### src/rtl/btn_debouncer.sv
// Push-button conditioner: multi-flop synchroniser followed by a counter-based
// debounce FSM producing a clean level and single-cycle rise/fall pulses.
module btn_debouncer #(
    parameter int unsigned SYNC_STAGES     = 2,
    parameter int unsigned CNT_WIDTH       = 16,
    parameter int unsigned DEBOUNCE_CYCLES = 50000
) (
    input  logic clk,
    input  logic rst,
    input  logic btn,
    output logic level,
    output logic rise,
    output logic fall
);

    localparam logic [CNT_WIDTH-1:0] CNT_LAST = CNT_WIDTH'(DEBOUNCE_CYCLES - 1);

    typedef enum logic [1:0] {
        LOW_STABLE  = 2'd0,
        WAIT_HIGH   = 2'd1,
        HIGH_STABLE = 2'd2,
        WAIT_LOW    = 2'd3
    } state_e;

    logic [SYNC_STAGES-1:0] sync_q;
    logic                   s;

    state_e               state_q, state_d;
    logic [CNT_WIDTH-1:0] cnt_q, cnt_d;
    logic                 level_q, level_d;
    logic                 rise_q, rise_d;
    logic                 fall_q, fall_d;

    always_ff @(posedge clk) begin
        if (rst) begin
            sync_q <= '0;
        end else begin
            sync_q <= {sync_q[SYNC_STAGES-2:0], btn};
        end
    end

    assign s = sync_q[SYNC_STAGES-1];

    always_ff @(posedge clk) begin
        if (rst) begin
            state_q <= LOW_STABLE;
            cnt_q   <= '0;
            level_q <= 1'b0;
            rise_q  <= 1'b0;
            fall_q  <= 1'b0;
        end else begin
            state_q <= state_d;
            cnt_q   <= cnt_d;
            level_q <= level_d;
            rise_q  <= rise_d;
            fall_q  <= fall_d;
        end
    end

    // Counter is cleared on every WAIT entry and on completion, so it never wraps.
    always_comb begin
        state_d = state_q;
        cnt_d   = cnt_q;
        level_d = level_q;
        rise_d  = 1'b0;
        fall_d  = 1'b0;
        case (state_q)
            LOW_STABLE: begin
                if (s) begin
                    state_d = WAIT_HIGH;
                    cnt_d   = '0;
                end
            end
            WAIT_HIGH: begin
                if (!s) begin
                    state_d = LOW_STABLE;
                    cnt_d   = '0;
                end else if (cnt_q == CNT_LAST) begin
                    state_d = HIGH_STABLE;
                    level_d = 1'b1;
                    rise_d  = 1'b1;
                    cnt_d   = '0;
                end else begin
                    cnt_d = cnt_q + CNT_WIDTH'(1);
                end
            end
            HIGH_STABLE: begin
                if (!s) begin
                    state_d = WAIT_LOW;
                    cnt_d   = '0;
                end
            end
            WAIT_LOW: begin
                if (s) begin
                    state_d = HIGH_STABLE;
                    cnt_d   = '0;
                end else if (cnt_q == CNT_LAST) begin
                    state_d = LOW_STABLE;
                    level_d = 1'b0;
                    fall_d  = 1'b1;
                    cnt_d   = '0;
                end else begin
                    cnt_d = cnt_q + CNT_WIDTH'(1);
                end
            end
            default: begin
                state_d = LOW_STABLE;
                cnt_d   = '0;
            end
        endcase
    end

    assign level = level_q;
    assign rise  = rise_q;
    assign fall  = fall_q;

endmodule

### config.mk
export PLATFORM = sky130hd
export DESIGN_NAME = btn_debouncer
export DESIGN_NICKNAME = d
export VERILOG_FILES = /design/src/rtl/btn_debouncer.sv
export SDC_FILE = /design/constraint.sdc
export NUM_CORES = 1
export LEC_CHECK = 0
export BUFFER_PORTS_ARGS = -buffer_cell sky130_fd_sc_hd__buf_4
export CAP_MARGIN = 20
export CORE_MARGIN = 2
export CORE_UTILIZATION = 53
export DETAILED_ROUTE_END_ITERATION = 10
export GPL_TIMING_DRIVEN = 0
export HOLD_SLACK_MARGIN = 0.03
export MAX_ROUTING_LAYER = met4
export PLACE_DENSITY_LB_ADDON = 0.15
export SLEW_MARGIN = 25
export SYNTH_ARGS = -nofsm -noshare
export SYNTH_HDL_FRONTEND = slang
export SYNTH_SLANG_ARGS = --single-unit
export TNS_END_PERCENT = 100
### constraint.sdc
create_clock -name clk -period 1.8 [get_ports clk]
set_input_delay 0.09 -clock clk [delete_from_list [all_inputs] [get_ports clk]]
set_output_delay 0.09 -clock clk [all_outputs]
set_load 0.02 [all_outputs]
Word level (Yosys, flattened, before mapping)
Index checks and enable logic that the tools add are counted.
Widths: inputs -> output; s select.
{"block": "classes", "order_cmp": 0, "n_reduce_logical": 7, "muxes": 19, "multipliers": 0, "n_addsub": 1, "n_shift": 0, "div": 0, "eq_ne": 12, "bitwise": 3}
{"operator": "$mux 16", "count": 5}
{"operator": "$pmux 16 s4", "count": 1}
{"operator": "$add 16x1->16 const B", "count": 1}
{"operator": "$eq 16x16->1 const B", "count": 1}
{"operator": "$mux 2", "count": 6}
{"operator": "$ne 2x2->1 const B", "count": 6}
{"operator": "$pmux 2 s4", "count": 1}
{"operator": "$ne 3x3->1 const B", "count": 2}
{"operator": "$reduce_or 3->1", "count": 2}
{"operator": "$mux 1", "count": 5}
{"operator": "$reduce_and 5->1", "count": 1}
{"operator": "$eq 2x2->1 const B", "count": 2}
{"operator": "$reduce_and 4->1", "count": 1}
{"operator": "$not 1->1", "count": 3}
{"operator": "$eq 2x1->1 const B", "count": 1}
{"operator": "$logic_not 2->1", "count": 1}
{"operator": "$pmux 1 s2", "count": 1}
{"operator": "$reduce_and 2->1", "count": 1}
{"operator": "$reduce_bool 2->1", "count": 1}
{"block": "word_totals", "n_memories": 0, "mem_bits_rw": 0, "reg_bits": 23, "word_cells": 48, "latch_bits": 0, "rom_bits": 0}

Depth between registers and ports, before layout
Gate-level depths: netlist of run 1.
{"block": "depth", "word_depth": 4, "mapped_depth": 6, "mapped_depth_nobuf": 5}

Worst setup path after synthesis of run 1
OpenSTA, ideal clock, no wires.
{"block": "synth_path", "path_kind": "reg-to-reg", "from": "register cnt_q[0]", "to": "register cnt_q[12]", "path_buffers": 0, "required_time_ns": 1.674, "slack_ns": 0.104, "setup_time_ns": 0.126, "stages_incl_launch_ff": 6, "arrival_time_ns": 1.570, "cell_sequence": "dfxtp_1 ha_1 nand3_1 or4_1 o31ai_1 o21ai_0"}
{"block": "synth_via", "elab_chain_len": 4, "word_cells_on_any_way": 6, "classes_between": "add/sub (1); eq/ne (1); mux (4)"}
{"item": "start: declaration", "line": "29", "text": "logic [CNT_WIDTH-1:0] cnt_q, cnt_d;"}
{"item": "start signal: assignment", "line": "53", "text": "cnt_q <= cnt_d;"}
{"item": "$add 16x1->16 / $eq 16x16->1 (equally long branches)"}
{"item": "$mux 16 (*)", "line": "78, 97"}
{"item": "$mux 16 (on tied branches)", "line": "94, 75"}
{"item": "$pmux 16 s4 (*)", "line": "67", "text": "case (state_q)"}
Every way passes the cells marked *; elsewhere a longest branch is shown, timed or not.
A chain may end at the register's enable or synchronous reset.

Final worst setup path of run 1
{"block": "layout_path", "from": "register cnt_q[0]", "to": "register cnt_q[14]"}
Same word-level chain as after synthesis.

==> results of run 1 <==
final timing paths:
kind | end | cells after the start
max | cnt_q[14] | 7
min | cnt_q[4] | 4
max reg2reg | cnt_q[14] | 7
min reg2reg | sync_q[1] | 1
tightest hold or removal path: stages:
cell	delay, ps
buf_4	120
nor3_4	70
nand2_1	60
o21ai_0	60
kinds of logic (layout without fill, tap and decap cells):
family          Yosys count  in the layout  synth area share [%]
fa+ha+maj                 1              1                  1.07
compound gates           37             37                  20.0
mux                       1              1                 0.853
simple gates             59             59                  30.3
xor+xnor                  3              3                  2.88
buf+inv                  15             26                  5.65
flops                    23             23                  39.2
cell type report:
cell class              instances  share of cell area [%]
well taps                      28                    2.56
inverters                       7                    1.92
clock buffers                   3                    1.65
clock inverters                 1                   0.366
plain buffers                   7                    2.93
multi-input cells             101                    51.8
repair buffers                  8                    4.57
flip-flops and latches         23                    34.2
stage by stage:
| step | hold WS, ps | instances | util (%) |
|---|---|---|---|
| after detailed placement | 310 | 172 | 58.0 |
| after CTS | 162 | 178 | 61.2 |
| final | 135 | 178 | 63.7 |
| after global placement | 306 | 172 | 58.0 |
| after global routing | 158 | 178 | 63.7 |
| after floorplan | 218 | 139 | - |
sequential cells by signal, indices dropped and copies added, names as in the netlist, named ones only:
register / flops
cnt_q: 16
sync_q: 2
fall: 1
level: 1
rise: 1
state_q: 1
report_power, final:
part           total (mW)  internal (mW)  leakage [nW]  switching [mW]
clock network       0.236         0.0830        0.0177           0.153
registers           0.517          0.511         0.187         0.00586
logic              0.0438         0.0184         0.215          0.0254
total               0.796          0.612         0.420           0.184
repair_timing:
item,CTS,global route
pin swaps,0,3
hold buffers,1,0
buffers inserted,1,1
endpoints found under the hold margin,1,0
endpoints found under the setup margin,17,18
resized for setup,6,11
layout by cell type, fill, tap and decap left out, types with 2 or more instances in the layout:
cell	netlist	final
a21oi_1	6	6
a31oi_1	15	15
and4_1	3	2
buf_4	2	10
clkbuf_1	4	2
clkbuf_4	0	3
dfxtp_1	23	21
dfxtp_4	0	2
inv_1	7	7
nand2_1	11	11
nand3_1	7	6
nand3b_1	2	2
nand4_1	10	10
nor2_1	7	7
nor2b_1	2	2
nor3_1	2	2
nor4_1	3	3
nor4bb_4	0	2
o211ai_1	4	4
o21ai_0	7	7
or3_1	3	3
xor2_1	2	2
metal layers:
metal  up-vias  global-route usage, %  share of wire [%]
met4         0                   11.3                3.1
li1        560                      -                  -
met5         -                      -                  0
met1       551                   29.1                 42
met2        42                   40.7                 50
met3        11                   4.09                4.2
==> flow_metrics.py, run 1 <==
metrics = {
    "critical_path": {
        "cp_common_cell": "buf_4",
        "crit_family": "simple AND/OR/NAND/NOR gates",
        "max_stage_delay_ps": 390,
        "cp_slowest_cell": "dfxtp_4",
        "r2r_slack_ps": 40,
        "timing.rr.start": "cnt_q[0]",
        "cp-end-kind": "register",
        "critPathMaxFanout": 6,
        "worstPathRequired_ps": 2010,
        "cp_data_arrival_time_ps": 1960,
        "path_cells": "ha_2 > and4_4 > nand4_1 > buf_4 > buf_4 > o211ai_1 > a31oi_1",
        "crit_path_start": "cnt_q[0]",
        "path_buf_inv": 2,
        "crit_path_start_kind": "register",
        "crit_type": "register to register",
    },
    "final_layout": {
        "regArea_sq_um": 468,
        "finalInstanceArea_sq_mm": 0.00137,
        "multi_input_area_sq_um": 708,
        "nFillCells": 192,
        "fin_nets": 155,
        "drive_gt1_share_pct": 18.7,
        "num_antenna_cells": 0,
        "syn2layout_area_growth_pct": 16.5,
    },
    "yosys": {
        "synth-seq-cells": 23,
        "yosys-top-cells-area": "dfxtp_1, a31oi_1, nand4_1, nand2_1, nand3_1",
        "yosysMostFrequentCell": "dfxtp_1",
        "ys_seq_area_share_pct": 39.2,
        "synthTopCellsByCount": "dfxtp_1, a31oi_1, nand2_1",
        "synth_area_sq_mm": 0.00117,
        "yosysTopAreaCell": "dfxtp_1",
        "yosysTopAreaCellShare_pct": 39.2,
        "synth_edf_count": 0,
        "syn_avg_cell_area_sq_um": 8.44,
        "syn_nets": 143,
        "syn_inst": 139,
        "dominantRegCellSynth": "dfxtp_1",
        "yosysUniqueCellTypes": 36,
        "yosys_warnings": 0,
        "async_flop_share_pct": 0,
    },
    "worst_hold_path": {
        "hp-start": "rst",
        "hp-class": "input port to register",
    },
    "placed_design": {
        "pre_cts_ws_ps": -128,
        "routabilityCongestion": 0.851,
        "place.port_buffers": 5,
        "dp_hpwl_mm": 1.91,
        "placed_area_sq_mm": 0.00125,
    },
    "drt": {
        "drt-vias-per-instance": 6.54,
        "drt-pass1-iter-count": 4,
        "drc": 0,
        "wl_mm": 2.79,
        "vias": 1164,
        "postRouteAntennaNets": 0,
        "drt_iter0_markers": 53,
        "wl_per_cell_um": 15.7,
    },
    "global_route": {
        "grt_pass1_wl_mm": 4.68,
        "overflow": 0,
        "grt_pass1_vias": 1052,
        "grt_max_degree": 14,
        "antenna_found_initial": 0,
        "grtUsageTotal_pct": 24.5,
    },
    "cts": {
        "cts_tree": "built",
        "cts_buffer_depth": 2,
        "htreeDepth": 1,
        "cts_inserted_buffers": 3,
        "clkLatencyLatePin_ps": 310,
        "clockRootBuffer": "clkbuf_4",
        "clk_pin_slew_ps": 130,
        "clock_sinks": 23,
    },
    "timing": {
        "report.final.hold_viol_count": 0,
        "drv_slew": 0,
        "period_share_pct": 97.5,
        "fin_crit_ps": 1760,
        "fmax_mhz": 570,
        "worst_pin_slew_ps": 404,
        "fin_tns_setup_ps": 0,
        "rsz0062_at_grt": "true",
        "relSlewSlack_pct": 72.8,
        "setup-violations-final": 0,
        "finalClockSkew_ps": 11.0,
        "worst_slack_ps": 45.0,
    },
    "floorplan": {
        "initial_core_util_pct": 54.6,
        "die-area_sq_mm": 0.00261,
        "pin_count": 6,
        "dieHeight_um": 51.1,
        "rows": 17,
        "floorplan.die.width_um": 51.1,
        "core_area_sq_mm": 0.00215,
    },
    "outcome": {
        "status": "finished, final reports clean",
    },
    "run": {
        "maxCapViolCount": 0,
    },
    "pwr": {
        "finalPower_mw": 0.796,
        "power_density_mw_per_mm2": 582,
        "peakVddDrop_v": 0.000481,
        "leakage_nw": 0.420,
    },
}
Power figures use the tool's default switching activity.
==> run 2: changes to the inputs <==
--- a/config.mk
+++ b/config.mk
@@ -8,7 +8,8 @@
 export BUFFER_PORTS_ARGS = -buffer_cell sky130_fd_sc_hd__buf_4
 export CAP_MARGIN = 20
 export CORE_MARGIN = 2
-export CORE_UTILIZATION = 53
+export CORE_UTILIZATION = 55
+export CTS_BUF_LIST = sky130_fd_sc_hd__clkbuf_8
 export DETAILED_ROUTE_END_ITERATION = 10
 export GPL_TIMING_DRIVEN = 0
 export HOLD_SLACK_MARGIN = 0.03
==> run 2 against run 1 <==
  * Clock power rose by 33%
  * Non-clock buffer count did not move
  * Total power rose by 10%
  * Register-to-register slack got worse by 20 ps
  * Highest routed layer unchanged
==> flow_metrics.py, run 2 (same netlist as run 1, synthesis figures left out) <==
metrics = {
    "outcome": {
        "status": "finished, final reports clean",
    },
    "critical_path": {
        "cp-end-kind": "register",
        "cp_data_arrival_time_ps": 1900,
        "cp_common_cell": "buf_2",
        "max_stage_delay_ps": 350,
        "crit_path_start_kind": "register",
        "path_cells": "buf_2 > nor4bb_4 > nand4_1 > buf_2 > o21ai_0 > a21oi_1",
        "cp_slowest_cell": "nor4bb_4",
        "critPathMaxFanout": 10,
        "crit_type": "register to register",
        "worstPathRequired_ps": 1930,
        "r2r.worst_path.cells": 6,
    },
    "cts": {
        "clk_pin_slew_ps": 80,
        "cts_tree": "built",
        "cts_inserted_buffers": 3,
        "htreeDepth": 1,
        "clockRootBuffer": "clkbuf_8",
        "clkLatencyLatePin_ps": 260,
        "cts_buffer_depth": 2,
        "clock_sinks": 23,
    },
    "drt": {
        "wl_mm": 3.09,
        "postRouteAntennaNets": 0,
        "drt-vias-per-instance": 7.00,
        "drc": 0,
        "wl_per_cell_um": 17.4,
        "drt_iter0_markers": 76,
        "drt-pass1-iter-count": 4,
        "vias": 1239,
    },
    "floorplan": {
        "core_area_sq_mm": 0.00198,
        "pin_count": 6,
        "rows": 16,
        "floorplan.die.width_um": 50.2,
        "dieHeight_um": 50.2,
        "initial_core_util_pct": 59.2,
        "die-area_sq_mm": 0.00252,
    },
    "timing": {
        "report.final.hold_viol_count": 0,
        "finalClockSkew_ps": 1.79,
        "fmax_mhz": 564,
        "relSlewSlack_pct": 68.5,
        "fin_tns_setup_ps": 0,
        "worst_pin_slew_ps": 472,
        "fin_crit_ps": 1770,
        "setup-violations-final": 0,
        "drv_slew": 0,
        "period_share_pct": 98.5,
    },
    "placed_design": {
        "place.port_buffers": 5,
        "routabilityCongestion": 0.852,
        "dp_hpwl_mm": 1.88,
        "placedCellCount": 171,
    },
    "final_layout": {
        "nFillCells": 150,
        "drive_gt1_share_pct": 22.0,
        "largest_reg_flops": 16,
        "fin_nets": 155,
        "top_register": "cnt_q",
        "instances_no_fill": 177,
        "regArea_sq_um": 469,
        "largestRegisters": "cnt_q (16), sync_q (2)",
        "multi_input_area_sq_um": 723,
        "final_core_util_pct": 70.5,
        "syn2layout_area_growth_pct": 19.0,
        "mostFrequentLayoutCell": "dfxtp_1",
        "final_cell_mix": "dfxtp_1, a31oi_1, nand2_1",
        "num_antenna_cells": 0,
    },
    "pwr": {
        "peakVddDrop_v": 0.000514,
        "power_density_mw_per_mm2": 628,
        "leakage_nw": 0.426,
    },
    "global_route": {
        "antenna_found_initial": 0,
        "overflow": 0,
        "grt_max_degree": 14,
        "grtUsageTotal_pct": 26.2,
        "grt_pass1_vias": 1145,
        "grt_pass1_wl_mm": 4.91,
    },
    "worst_hold_path": {
        "hp-class": "input port to register",
        "hold_depth": 2,
    },
    "run": {
        "maxCapViolCount": 0,
    },
}
==> run 2: power breakdown <==
group | switching, mW | leakage, nW | internal [mW] | total, mW
Combinational | 0.0272 | 0.212 | 0.0174 | 0.0446
Sequential | 0.00591 | 0.189 | 0.512 | 0.518
Clock | 0.160 | 0.0255 | 0.154 | 0.314
Total | 0.193 | 0.426 | 0.684 | 0.877
==> run 2: metal layers <==
layer	vias to the layer above	wire [um]	global-route usage (%)
met5	-	0	-
met3	10	312	4.46
met4	0	57	15.3
met1	580	1190	31.8
li1	563	-	-
met2	86	1520	40.8
==> run 2: metrics by stage <==
| stage | instance area [sq um] | total power, mW | setup slack, ps | hold slack, ps |
|---|---|---|---|---|
| floorplan | 1170 | 0.555 | 104 | 218 |
| global placement | 1240 | 0.570 | -114 | 308 |
| detailed placement | 1240 | 0.571 | -148 | 319 |
| CTS | 1330 | 0.878 | 1.70 | 46.9 |
| global route | 1400 | 0.911 | -5.62 | 83.7 |
| finish | 1400 | 0.877 | 27.2 | 46.0 |
==> run 2: path summary, 6_finish.rpt <==
check / from / end / slack, ps
max: cnt_q[4] / register / 30
max reg2reg: cnt_q[4] / register / 30
min: btn / sync_q[0] / 50
min reg2reg: sync_q[0] / sync_q[1] / 450
==> run 2: worst max-delay path, delay by kind of cell, from the launching register on <==
| family | cells | cell delay (ps) |
|---|---|---|
| simple gates | 2 | 620 |
| compound gates | 2 | 260 |
| flops | 1 | 300 |
| buf+inv | 2 | 450 |
==> run 2: what timing repair did <==
item	CTS	global route
setup endpoints to repair	17	21
buffers inserted	3	0
pin swaps	0	3
hold buffers	0	0
resized for setup	6	14
==> run 2: layout make-up <==
| type | count | share of cell area, % |
|---|---|---|
| plain buffers | 7 | 2.69 |
| clock buffers | 3 | 2.96 |
| clock inverters | 1 | 0.358 |
| inverters | 7 | 1.88 |
| multi-input cells | 101 | 51.8 |
| flip-flops and latches | 23 | 33.6 |
| well taps | 27 | 2.42 |
| repair buffers | 8 | 4.30 |
==> run 3: changes to the inputs <==
--- a/config.mk
+++ b/config.mk
@@ -8,10 +8,9 @@
 export BUFFER_PORTS_ARGS = -buffer_cell sky130_fd_sc_hd__buf_4
 export CAP_MARGIN = 20
 export CORE_MARGIN = 2
-export CORE_UTILIZATION = 55
+export CORE_UTILIZATION = 56
 export CTS_BUF_LIST = sky130_fd_sc_hd__clkbuf_8
 export DETAILED_ROUTE_END_ITERATION = 10
-export GPL_TIMING_DRIVEN = 0
 export HOLD_SLACK_MARGIN = 0.03
 export MAX_ROUTING_LAYER = met4
 export PLACE_DENSITY_LB_ADDON = 0.15
==> run 3 against run 2 <==
  * Clock power up 2%
  * Non-clock buffer count up 6
  * Largest power group unchanged
  * Sequential power about the same
  * Final cell count is 3.4% higher
  * Hold slack lost 5.4 ps
  * Utilization rose by 1.0 points
  * Flip-flop and latch count did not move
  * Combinational power is 0.9% lower
  * Die area decreased by 1.6%
  * Global-route usage is 2.9 points lower
==> flow_metrics.py, run 3 (same netlist as run 1, synthesis figures left out) <==
metrics = {
    "final_layout": {
        "largestRegisters": "cnt_q (16), sync_q (2)",
        "finalInstanceArea_sq_mm": 0.00140,
        "mostFrequentLayoutCell": "dfxtp_1",
        "top_register": "cnt_q",
        "fin_nets": 161,
        "final_cell_mix": "dfxtp_1, buf_4, a31oi_1",
        "syn2layout_area_growth_pct": 19.5,
        "num_antenna_cells": 0,
        "largest_reg_flops": 16,
        "drive_gt1_share_pct": 19.9,
    },
    "floorplan": {
        "pin_count": 6,
        "initial_core_util_pct": 59.8,
        "die-area_sq_mm": 0.00248,
        "rows": 16,
        "floorplan.die.width_um": 49.8,
        "core_area_sq_mm": 0.00196,
        "dieHeight_um": 49.8,
    },
    "drt": {
        "drc": 0,
        "vias": 1128,
        "wl_per_cell_um": 14.0,
        "drt-vias-per-instance": 6.16,
        "wl_mm": 2.56,
        "drt-pass1-iter-count": 4,
        "drt_iter0_markers": 39,
        "postRouteAntennaNets": 0,
    },
    "global_route": {
        "use_met1_pct": 28.1,
        "grt_pass1_vias": 1015,
        "overflow": 0,
        "grtUsageTotal_pct": 23.3,
        "grt_pass1_wl_mm": 4.41,
        "use_met3_pct": 2.73,
        "busiest_layer": "met2",
        "grt_max_degree": 16,
        "use_met2_pct": 40.7,
        "antenna_found_initial": 0,
    },
    "cts": {
        "cts_tree": "built",
        "ctsHoldBuffers": 0,
        "cts_buffer_depth": 2,
        "clkLatencyLatePin_ps": 260,
        "clk_pin_slew_ps": 80,
        "clock_sinks": 23,
        "cts_inserted_buffers": 3,
        "htreeDepth": 1,
        "clockRootBuffer": "clkbuf_8",
    },
    "critical_path": {
        "cp-end-kind": "register",
        "critPathMaxFanout": 5,
        "worstPathRequired_ps": 1970,
        "crit_type": "register to register",
        "r2r.worst_path.cells": 6,
        "crit_path_start_kind": "register",
        "cp_data_arrival_time_ps": 1870,
    },
    "timing": {
        "rsz0062_at_grt": "false",
        "finalClockSkew_ps": 0.981,
        "fin_crit_ps": 1710,
        "fmax_mhz": 586,
        "drv_slew": 0,
        "worst_pin_slew_ps": 429,
        "holdWs_ps": 40.7,
        "setup-violations-final": 0,
        "relSlewSlack_pct": 71.0,
        "report.final.hold_viol_count": 0,
        "fin_tns_setup_ps": 0,
        "period_share_pct": 94.7,
    },
    "outcome": {
        "status": "finished, final reports clean",
    },
    "pwr": {
        "power_density_mw_per_mm2": 629,
        "finalPower_mw": 0.883,
        "peakVddDrop_v": 0.000596,
        "leakage_nw": 0.481,
    },
    "placed_design": {
        "routabilityCongestion": 0.951,
        "place.port_buffers": 5,
        "dp_hpwl_mm": 1.95,
        "placed_area_sq_mm": 0.00132,
    },
    "run": {
        "maxCapViolCount": 0,
    },
    "worst_hold_path": {
        "hold_depth": 2,
        "hp-class": "input port to register",
    },
}
## run 3: changes by cell type in the layout (fill, tap and decap cells not counted), sizes merged
cell / delta
buf: +8
clkbuf: -2
## run 3: critical path: stages (launching register included)
cell and delay (ps):
dfxtp_1 320, ha_1 230, and4_1 250, nand4_1 190, buf_4 170, nand3b_1 140, a2111oi_4 310
## run 3: power breakdown
group | total, mW | internal, mW | switching, mW
sequential | 0.518 | 0.513 | 0.00499
clock | 0.320 | 0.154 | 0.166
combinational | 0.0442 | 0.0184 | 0.0258
## run 3: path summary, 6_finish.rpt
check / from / end / slack [ps]
setup / recovery: cnt_q[0] / cnt_q[10] / 90
hold reg to reg: sync_q[0] / sync_q[1] / 460
hold / removal: btn / sync_q[0] / 40
setup reg to reg: cnt_q[0] / cnt_q[10] / 90
## run 3: through the flow
step	worst slack [ps]	utilization [%]	cells
finish	94.8	71.5	183
global route	0.675	71.5	183
CTS	57.6	69.5	182
detailed placement	88.1	67.2	178
global placement	116	67.2	178
floorplan	104	-	139
## run 3: layout make-up
cell class                      count  area, sq um
Clock buffer                        3         41.3
Fill cell                         179          559
Tap cell                           27         33.8
Inverter                            7         26.3
Multi-Input combinational cell    101          678
Timing Repair Buffer               21          158
Clock inverter                      1         5.00
Sequential cell                    23          460
## run 3: what timing repair did
item | in CTS | in global routing
setup buffers | 0 | 1
setup endpoints to repair | 0 | 4
resized for setup | 0 | 4
## run 3: routing by layer
metal / part of all wire [%] / wire, um
met4: 1.9 / 49
met3: 3.4 / 86
met5: 0 / 0
met2: 49 / 1270
met1: 45 / 1160
